==> src/rtl/mips_instr_encoder.sv <==
`default_nettype none
// +--------------------------------------------------------------------------+
// | mips_instr_encoder: packs instruction requests into MIPS words and writes |
// | them to consecutive instruction-memory addresses; expands LI to LUI/ORI.  |
// | Revision: 1.0                                                             |
// +--------------------------------------------------------------------------+
module mips_instr_encoder #(
  parameter int ADDR_WIDTH = 6
) (
  input  logic                  clk,
  input  logic                  reset,
  input  logic                  clear,
  input  logic                  in_valid,
  output logic                  in_ready,
  input  logic [3:0]            in_kind,
  input  logic [4:0]            in_rs,
  input  logic [4:0]            in_rt,
  input  logic [4:0]            in_rd,
  input  logic [4:0]            in_shamt,
  input  logic [5:0]            in_funct,
  input  logic [31:0]           in_imm,
  output logic                  wr_en,
  output logic [ADDR_WIDTH-1:0] wr_addr,
  output logic [31:0]           wr_data,
  output logic [ADDR_WIDTH:0]   word_count,
  output logic                  full,
  output logic                  error
);

  localparam logic [ADDR_WIDTH+1:0] CAPACITY = (ADDR_WIDTH+2)'(1) << ADDR_WIDTH;
  localparam logic [ADDR_WIDTH+1:0] LI_WORDS = (ADDR_WIDTH+2)'(2);

  localparam logic [3:0] KIND_R    = 4'd0;
  localparam logic [3:0] KIND_ADDI = 4'd1;
  localparam logic [3:0] KIND_ORI  = 4'd2;
  localparam logic [3:0] KIND_LUI  = 4'd3;
  localparam logic [3:0] KIND_ANDI = 4'd4;
  localparam logic [3:0] KIND_LW   = 4'd5;
  localparam logic [3:0] KIND_SW   = 4'd6;
  localparam logic [3:0] KIND_BEQ  = 4'd7;
  localparam logic [3:0] KIND_BNE  = 4'd8;
  localparam logic [3:0] KIND_J    = 4'd9;
  localparam logic [3:0] KIND_JAL  = 4'd10;
  localparam logic [3:0] KIND_LI   = 4'd11;

  localparam logic [5:0] OP_R    = 6'h00;
  localparam logic [5:0] OP_ADDI = 6'h08;
  localparam logic [5:0] OP_ORI  = 6'h0d;
  localparam logic [5:0] OP_LUI  = 6'h0f;
  localparam logic [5:0] OP_ANDI = 6'h0c;
  localparam logic [5:0] OP_LW   = 6'h23;
  localparam logic [5:0] OP_SW   = 6'h2b;
  localparam logic [5:0] OP_BEQ  = 6'h04;
  localparam logic [5:0] OP_BNE  = 6'h05;
  localparam logic [5:0] OP_J    = 6'h02;
  localparam logic [5:0] OP_JAL  = 6'h03;

  typedef enum logic [0:0] {
    ST_IDLE = 1'b0,
    ST_LI2  = 1'b1
  } state_t;

  state_t                state;
  logic [4:0]            li_rt;
  logic [15:0]           li_lo;
  logic [31:0]           enc_word;
  logic                  enc_legal;
  logic                  enc_li;
  logic                  handshake;
  logic                  li_room;
  logic [ADDR_WIDTH:0]   count_inc;
  logic                  count_inc_full;

  function automatic logic [31:0] i_word(input logic [5:0] op, input logic [4:0] rs,
                                         input logic [4:0] rt, input logic [15:0] imm);
    return {op, rs, rt, imm};
  endfunction

  assign in_ready       = (state == ST_IDLE) && !full && !clear;
  assign handshake      = in_valid && in_ready;
  assign li_room        = ({1'b0, word_count} + LI_WORDS) <= CAPACITY;
  assign count_inc      = word_count + (ADDR_WIDTH+1)'(1);
  assign count_inc_full = ({1'b0, count_inc} == CAPACITY);

  always_comb begin
    enc_word  = '0;
    enc_legal = 1'b1;
    enc_li    = 1'b0;
    case (in_kind)
      KIND_R:    enc_word = {OP_R, in_rs, in_rt, in_rd, in_shamt, in_funct};
      KIND_ADDI: enc_word = i_word(OP_ADDI, in_rs, in_rt, in_imm[15:0]);
      KIND_ORI:  enc_word = i_word(OP_ORI,  in_rs, in_rt, in_imm[15:0]);
      KIND_LUI:  enc_word = i_word(OP_LUI,  5'd0,  in_rt, in_imm[15:0]);
      KIND_ANDI: enc_word = i_word(OP_ANDI, in_rs, in_rt, in_imm[15:0]);
      KIND_LW:   enc_word = i_word(OP_LW,   in_rs, in_rt, in_imm[15:0]);
      KIND_SW:   enc_word = i_word(OP_SW,   in_rs, in_rt, in_imm[15:0]);
      KIND_BEQ:  enc_word = i_word(OP_BEQ,  in_rs, in_rt, in_imm[15:0]);
      KIND_BNE:  enc_word = i_word(OP_BNE,  in_rs, in_rt, in_imm[15:0]);
      KIND_J:    enc_word = {OP_J,   in_imm[25:0]};
      KIND_JAL:  enc_word = {OP_JAL, in_imm[25:0]};
      KIND_LI: begin
        // First half of LI: upper immediate into rt
        enc_word = i_word(OP_LUI, 5'd0, in_rt, in_imm[31:16]);
        enc_li   = 1'b1;
      end
      default:   enc_legal = 1'b0;
    endcase
  end

  always_ff @(posedge clk or negedge reset) begin
    if (!reset) begin
      state      <= ST_IDLE;
      li_rt      <= '0;
      li_lo      <= '0;
      wr_en      <= 1'b0;
      wr_addr    <= '0;
      wr_data    <= '0;
      word_count <= '0;
      full       <= 1'b0;
      error      <= 1'b0;
    end else if (clear) begin
      state      <= ST_IDLE;
      wr_en      <= 1'b0;
      word_count <= '0;
      full       <= 1'b0;
      error      <= 1'b0;
    end else begin
      wr_en <= 1'b0;
      error <= 1'b0;
      case (state)
        ST_IDLE: begin
          if (handshake) begin
            if (!enc_legal || (enc_li && !li_room)) begin
              error <= 1'b1;
            end else begin
              wr_en      <= 1'b1;
              wr_addr    <= word_count[ADDR_WIDTH-1:0];
              wr_data    <= enc_word;
              word_count <= count_inc;
              full       <= count_inc_full;
              if (enc_li) begin
                state <= ST_LI2;
                li_rt <= in_rt;
                li_lo <= in_imm[15:0];
              end
            end
          end
        end
        ST_LI2: begin
          wr_en      <= 1'b1;
          wr_addr    <= word_count[ADDR_WIDTH-1:0];
          wr_data    <= i_word(OP_ORI, li_rt, li_rt, li_lo);
          word_count <= count_inc;
          full       <= count_inc_full;
          state      <= ST_IDLE;
        end
        default: state <= ST_IDLE;
      endcase
    end
  end

endmodule
`default_nettype wire

==> config.mk <==
export PLATFORM = sky130hd
export DESIGN_NAME = mips_instr_encoder
export DESIGN_NICKNAME = d
export VERILOG_FILES = /design/src/rtl/mips_instr_encoder.sv
export SDC_FILE = /design/constraint.sdc
export NUM_CORES = 1
export LEC_CHECK = 0
export CORE_MARGIN = 3
export CORE_UTILIZATION = 44
export DETAILED_ROUTE_END_ITERATION = 8
export GPL_ROUTABILITY_DRIVEN = 0
export PLACE_DENSITY = 0.78
export SLEW_MARGIN = 10
export SYNTH_ARGS = -nofsm -noshare
export SYNTH_HDL_FRONTEND = slang
export SYNTH_SLANG_ARGS = --single-unit
==> constraint.sdc <==
create_clock -name clk -period 2.53 [get_ports clk]
set_clock_uncertainty 0.2 [all_clocks]
set_input_delay 0.6325 -clock clk [delete_from_list [all_inputs] [get_ports clk]]
set_output_delay 0.6325 -clock clk [all_outputs]
set_load 0.02 [all_outputs]
==> results.md, run 1 <==
- Status: finished with violations
- Violated checks: negative setup slack
- Worst Reg-to-Reg Cells: 8
- WP buf/inv: 4
- Largest net degree at the start of global routing: 70
- Worst path required time: 2.58 ns
- Xor-xnor portion of the synthesized cell area: 1.744%
- I/O pin count: 115
- Yosys cell types: 50
- Max Cap Violations: 0
- Tcrit/Tclk final: 104.4%
- Most frequent cells in the layout: 106 x clkdlybuf4s50_1, 67 x dfrtp_1, 57 x nor2_1
- Post-synth ARST share: 100.0%
- Final core occ: 71.37%
- Layout cells sized above 1: 26.30%
- DR vias: 4089
- Fin. Hold Viols: 0
- Synth Net Count: 492
- P&R area growth vs syn: 56.43%
- Clock sink count: 69
- Total Nets Final: 643
- TritonCTS buffer count: 9
- Vias per Instance: 5.961
- Worst skew pair latency: 0.36 ns
- WHS: 0.1783 ns
- Largest family of logic cells by synthesized area: compound AO/OA/AOI/OAI gates
- Adder-cell area share of the yosys netlist: 1.246%
- Hold buffers post-CTS: 0
- Seq cells post-synth: 69
- Final setup fails: 32
- Reg2reg end: wr_addr[4]
- Leakage: 2.688 nW
- Finished Cell Area: 0.006285 mm2
- Core ar.: 0.008806 mm2
- Power density over cell area: 589.8 mW/mm2
- Root Buffer: clkbuf_8
- Peak supply drop: 356.7 uV
- Synth Area in Simple Gates: 18.16%
- CTS Buffer Depth: 2
- Largest area contributor in the netlist: dfrtp_1
- CP Launch Type: input port
- Levels on crit path: 9
- WP data arrival: 2.69 ns
- Sequential-to-total area share from yosys stat: 42.98%
- Number of port buffers: 113
- Commonest non-fill, non-tap cell in the layout: clkdlybuf4s50_1
- Slowest cell on crit path: clkdlybuf4s50_1
- Syn_area_per_cell: 9.520 um2
- Die area: 0.01031 mm2
- Crit path max-delay family: buffers and inverters
- Wire length of the first global-routing pass: 21260 um
- Ys Warns: 0
- Starting Density: 45.62%
- TritonCTS clock tree: built
- Initial antenna violation count: 0
- GRT Util Overall: 26.57%
- Top cell by count, worst path: buf_12
- Hpwl dp: 8583 um
- First-pass DRT Iterations: 5
- Crit path time final: 2.643 ns
- Worst-margin pin slew: 0.9079 ns
- Vias in the first global route: 4032
- Clock-pin slew on the worst setup and hold paths: 0.08 ns
- Max Slew Vio Count: 0
- Type of the worst setup path: in2reg
- Place WS: -0.6623 ns
- Crit-path max FO: 7
- Site Rows: 34
- RSZ-0062 raised after global routing: yes
- Mux contribution to synthesized area: 8.689%
- Worst Hold Class: in2async
- Reg-to-reg startpoint: state
- Total power: 3.707 mW
- R2R Setup Slk: -0.10 ns
- Slew margin rel.: 39.47%
- Max incr delay on CP: 0.47 ns
- Syn Inst Count: 422
- Max frequency: 378.4 MHz
- EDFF count, synth: 0
- DRC Markers: 0
- H-tree levels: 3
- Synth Area in Compound Gates: 20.59%
- Final wirelength: 13720 um
- Crit path cell chain: clkdlybuf4s50_1 > and2_4 > or3_4 > buf_6 > o21ai_4 > and2b_2 > buf_12 > buf_12 > mux2_4
- Die W: 101.6 um
- GRT overflow: 0
- DRT antenna net count: 0
- Post-synth top area share: 42.98%
- Routed len/inst: 20.00 um
- Die H: 101.6 um
- Cell area after synthesis: 0.004018 mm2
- Diodes inserted: 0
- Synth area leaders: dfrtp_1 43%, nor2_1 5.5%, mux2_1 5.3%
- Drt initial violations: 367
- Top_reg_cell synth: dfrtp_1
- Setup ws final: -0.1125 ns
- Placed cell areas: 0.005602 mm2
- Critical Path Sink Type: flop
## cell type report
type / count / area, um2
Fill cell: 608 / 2521
Inverter: 13 / 48.80
Timing Repair Buffer: 180 / 1834
Tap cell: 108 / 135.1
Clock inverter: 6 / 86.33
Multi-Input combinational cell: 300 / 2313
Sequential cell: 69 / 1729
Clock buffer: 10 / 137.6
## cells by family (layout without fill, tap and decap cells)
family | count (synthesis) | in the layout
adders and majority gates | 4 | 4
and+or+nand+nor | 145 | 146
other | 1 | 1
AOI/OAI and AO/OA | 110 | 110
buffers and inverters | 54 | 209
xor gates and xnor gates | 8 | 8
muxes | 31 | 31
DFF | 69 | 69
## flip-flops by register name, indices dropped and copies added, names as in the netlist
register	flops
error	1
full	1
li_lo	16
li_rt	5
state	1
word_count	7
wr_addr	6
wr_data	31
wr_en	1
## worst max-delay path by stage
stage / start / end
5_1_grt: in_kind[2] / wr_addr[4]
4_1_cts: state / wr_addr[4]
3_5_place_dp: clear / li_lo[2]
6_report: in_kind[2] / wr_addr[4]
3_3_place_gp: clear / li_lo[6]
2_1_floorplan: clear / li_lo[0]
## layer usage
layer  part of all wire [%]  vias up  wire (um)  GRT usage (%)
li1                       -     1833          -              -
met1                     41     1970       5679          35.69
met2                     48      245       6596          43.36
met3                    7.6       41       1049          5.372
met4                    2.9        0        398          8.180
met5                      0        -          0              0
## metrics by stage
step	setup TNS [ns]	instances
2_1_floorplan	-8.542	422
3_3_place_gp	-37.49	652
3_5_place_dp	-39.74	652
4_1_cts	-4.051	686
5_1_grt	-3.543	686
6_report	-1.726	686
## what timing repair did
action	4_1_cts	5_1_grt
gates resized for setup	49	23
setup endpoints to repair	65	65
cloned	5	1
pin swaps	6	13
setup buffers	13	5
## synth_stat cells (2+ instances only)
master	n
a211oi_1	3
o21ai_0	12
nand4_1	3
nor2_1	59
buf_2	5
nand3_1	3
o221ai_1	10
xnor2_1	7
nor3_1	22
buf_1	2
inv_1	12
a31o_2	3
o311a_1	2
and3_1	3
nor2b_1	28
mux2_2	12
buf_6	3
o32a_1	16
buf_4	8
a22oi_1	16
dfrtp_1	69
clkbuf_1	23
o221a_2	5
o22a_1	2
nand2b_1	11
mux2_1	19
ha_1	4
nand2_1	7
a21oi_1	22
a31oi_1	7
o2111ai_1	5
## where the power goes
part	internal (mW)	switching, mW	total, mW
registers	1.29	0.125	1.42
logic	0.687	0.564	1.25
clock network	0.580	0.457	1.04
Note: power is estimated with default switching activity, not from simulation.
==> run 2, diff against run 1 <==
CORE_ASPECT_RATIO = 0.7   (was unset)
==> run 2 against run 1 <==
Net effect: the flow now finishes without violations; clock power grew 39%; first-iteration DRC count is 14% lower; sequential share of layout area shrank 0.060 points; global-route usage increased by 0.16 points; combinational power hardly changed; critical path depth is 2 lower; highest routed layer unchanged.
==> results.md, run 2 (same netlist as run 1, synthesis figures left out) <==
- DR vias: 4052 (was 4089)
- TritonCTS clock tree: built (unchanged)
- Crit path time final: 2.525 ns (was 2.643 ns)
- Clock-pin slew on the worst setup and hold paths: 0.06 ns (was 0.08 ns)
- Fin. Hold Viols: 0 (unchanged)
- CP Launch Type: input port (unchanged)
- Largest net degree at the start of global routing: 42 (was 70)
- Commonest non-fill, non-tap cell in the layout: clkdlybuf4s50_1 (unchanged)
- Dpl cells: 672 (was 652)
- P&R area growth vs syn: 56.77% (was 56.43%)
- CTS Buffer Depth: 2 (unchanged)
- Site Rows: 28 (was 34)
- Crit path max-delay family: simple AND/OR/NAND/NOR gates (was buffers and inverters)
- Max Cap Violations: 0 (unchanged)
- Wire length of the first global-routing pass: 21920 um (was 21260 um)
- Final core occ: 72.79% (was 71.37%)
- Final wirelength: 14000 um (was 13720 um)
- Number of port buffers: 113 (unchanged)
- RSZ-0062 raised after global routing: yes (unchanged)
- FILL cells: 594 (was 608)
- Diodes inserted: 0 (unchanged)
- Clock sink count: 69 (unchanged)
- Worst Hold Class: in2async (unchanged)
- Die area: 0.01033 mm2 (was 0.01031 mm2)
- Largest Register: wr_data (unchanged)
- Status: complete, no violations (was finished with violations)
- TritonCTS buffer count: 9 (unchanged)
- Worst skew pair latency: 0.33 ns (was 0.36 ns)
- Logic gate share of total power: 30.1% (was 33.7%)
- Max incr delay on CP: 0.52 ns (was 0.47 ns)
- Setup Total Neg Slack: 0 ns (was -1.726 ns)
- Crit path cell chain: buf_6 > or4b_4 > or3_4 > o21ai_2 > buf_4 > nor2b_2 > mux2_2 (was clkdlybuf4s50_1 > and2_4 > or3_4 > buf_6 > o21ai_4 > and2b_2 > buf_12 > buf_12 > mux2_4)
- Vias per Instance: 5.789 (was 5.961)
- Total Nets Final: 646 (was 643)
- DRC Markers: 0 (unchanged)
- WP data arrival: 2.53 ns (was 2.69 ns)
- Leakage: 2.723 nW (was 2.688 nW)
- Power density over cell area: 653.8 mW/mm2 (was 589.8 mW/mm2)
- Die W: 120.2 um (was 101.6 um)
- Net switching power: 1.188 mW (was 1.146 mW)
- Largest register FFs: 31 (unchanged)
- Worst path required time: 2.54 ns (was 2.58 ns)
- Most frequent cells in the layout: 104 x clkdlybuf4s50_1, 67 x dfrtp_1, 62 x buf_4 (was 106 x clkdlybuf4s50_1, 67 x dfrtp_1, 57 x nor2_1)
- Final setup fails: 0 (was 32)
- Vias in the first global route: 4190 (was 4032)
- GRT overflow: 0 (unchanged)
- Max frequency: 396.1 MHz (was 378.4 MHz)
- Routed len/inst: 20.00 um (about the same)
- Finished Cell Area: 0.006299 mm2 (was 0.006285 mm2)
- Slew margin rel.: 55.16% (was 39.47%)
- Peak supply drop: 366.9 uV (was 356.7 uV)
- Hpwl dp: 9092 um (was 8583 um)
- Drt initial violations: 317 (was 367)
- I/O pin count: 115 (unchanged)
- Clock share of power: 35.3% (was 28.0%)
- Placed cell areas: 0.005639 mm2 (was 0.005602 mm2)
- Initial antenna violation count: 0 (unchanged)
- H-tree levels: 3 (unchanged)
- Net switching share of the total power: 28.85% (was 30.92%)
- Int Pwr: 2.930 mW (was 2.561 mW)
- Die H: 85.95 um (was 101.6 um)
- Core ar.: 0.008653 mm2 (was 0.008806 mm2)
- Tcrit/Tclk final: 99.79% (was 104.4%)
- DRT antenna net count: 0 (unchanged)
- GRT Util Overall: 26.73% (was 26.57%)
- Type of the worst setup path: in2reg (unchanged)
- Slowest cell on crit path: or4b_4 (was clkdlybuf4s50_1)
- Layout cells sized above 1: 26.90% (was 26.30%)
- Critical Path Sink Type: flop (unchanged)
- Final Non-Filler Cells: 700 (was 686)
- Biggest regs: wr_data x31, li_lo x16, word_count x7 (unchanged)
- Flop pwr share: 34.6% (was 38.3%)
- Crit-path max FO: 7 (unchanged)
- Max Slew Vio Count: 0 (unchanged)
- WP buf/inv: 2 (was 4)
- First-pass DRT Iterations: 5 (unchanged)
- Total power: 4.118 mW (was 3.707 mW)
- Hold buffers post-CTS: 0 (unchanged)
- Starting Density: 46.43% (was 45.62%)
- Worst-margin pin slew: 0.6712 ns (was 0.9079 ns)
- Root Buffer: clkbuf_16 (was clkbuf_8)
[run 2: final cells by class]
cell class                      instances  area, um2  share of cell area [%]
Sequential cell                        69       1729                   27.45
Timing Repair Buffer                  184       1728                   27.43
Multi-Input combinational cell        299       2305                   36.59
Clock buffer                            9      225.2                   3.576
Inverter                               13      48.80                  0.7747
Clock inverter                          6      112.6                   1.788
Tap cell                              120      150.1                   2.384
[run 2: worst paths after layout]
check | startpoint | endpoint | slack (ns) | depth (start not counted)
worst max-delay path | clear | word_count[6] | 0.005 | 7
worst min-delay path | reset | wr_addr[5] | 0.09 | 1
worst max register to register | state | word_count[6] | 0.005 | 6
worst min register to register | wr_data[5] | wr_data[5] | 0.31 | 1
max in group asynchronous | reset | li_rt[3] | 1.45 | 2
min in group clk | wr_data[5] | wr_data[5] | 0.31 | 1
[run 2: metal layers]
metal  vias up  GRT usage (%)  part of all wire, %
met4         0          6.481                 0.77
met2       206          43.93                   47
li1       1833              -                    -
met3        14          6.394                  8.6
met5         -              0                    0
met1      1999          36.08                   43
[run 2: metrics by stage]
step,setup WS (ns),hold WS (ns)
after floorplan,-0.2247,0.1369
after global placement,-0.6264,0.2673
after detailed placement,-0.6987,0.2790
after CTS,-0.05902,0.1085
after global routing,-0.03442,0.1341
final,0.005369,0.09346
[run 2: what timing repair did]
action,in CTS,in global routing
endpoints found under the setup margin,67,59
cloned,2,0
setup buffers,8,7
resized for setup,52,18
pin swaps,5,9
[run 2: power by group through the flow]
stage | clock (mW) | combinational (mW) | sequential [mW]
after CTS | 1.45 | 1.22 | 1.42
final | 1.45 | 1.24 | 1.42
after global placement | 0 | 1.12 | 1.42
after detailed placement | 0 | 1.15 | 1.43
after floorplan | 0 | 0.424 | 1.58
after global routing | 1.50 | 1.31 | 1.45
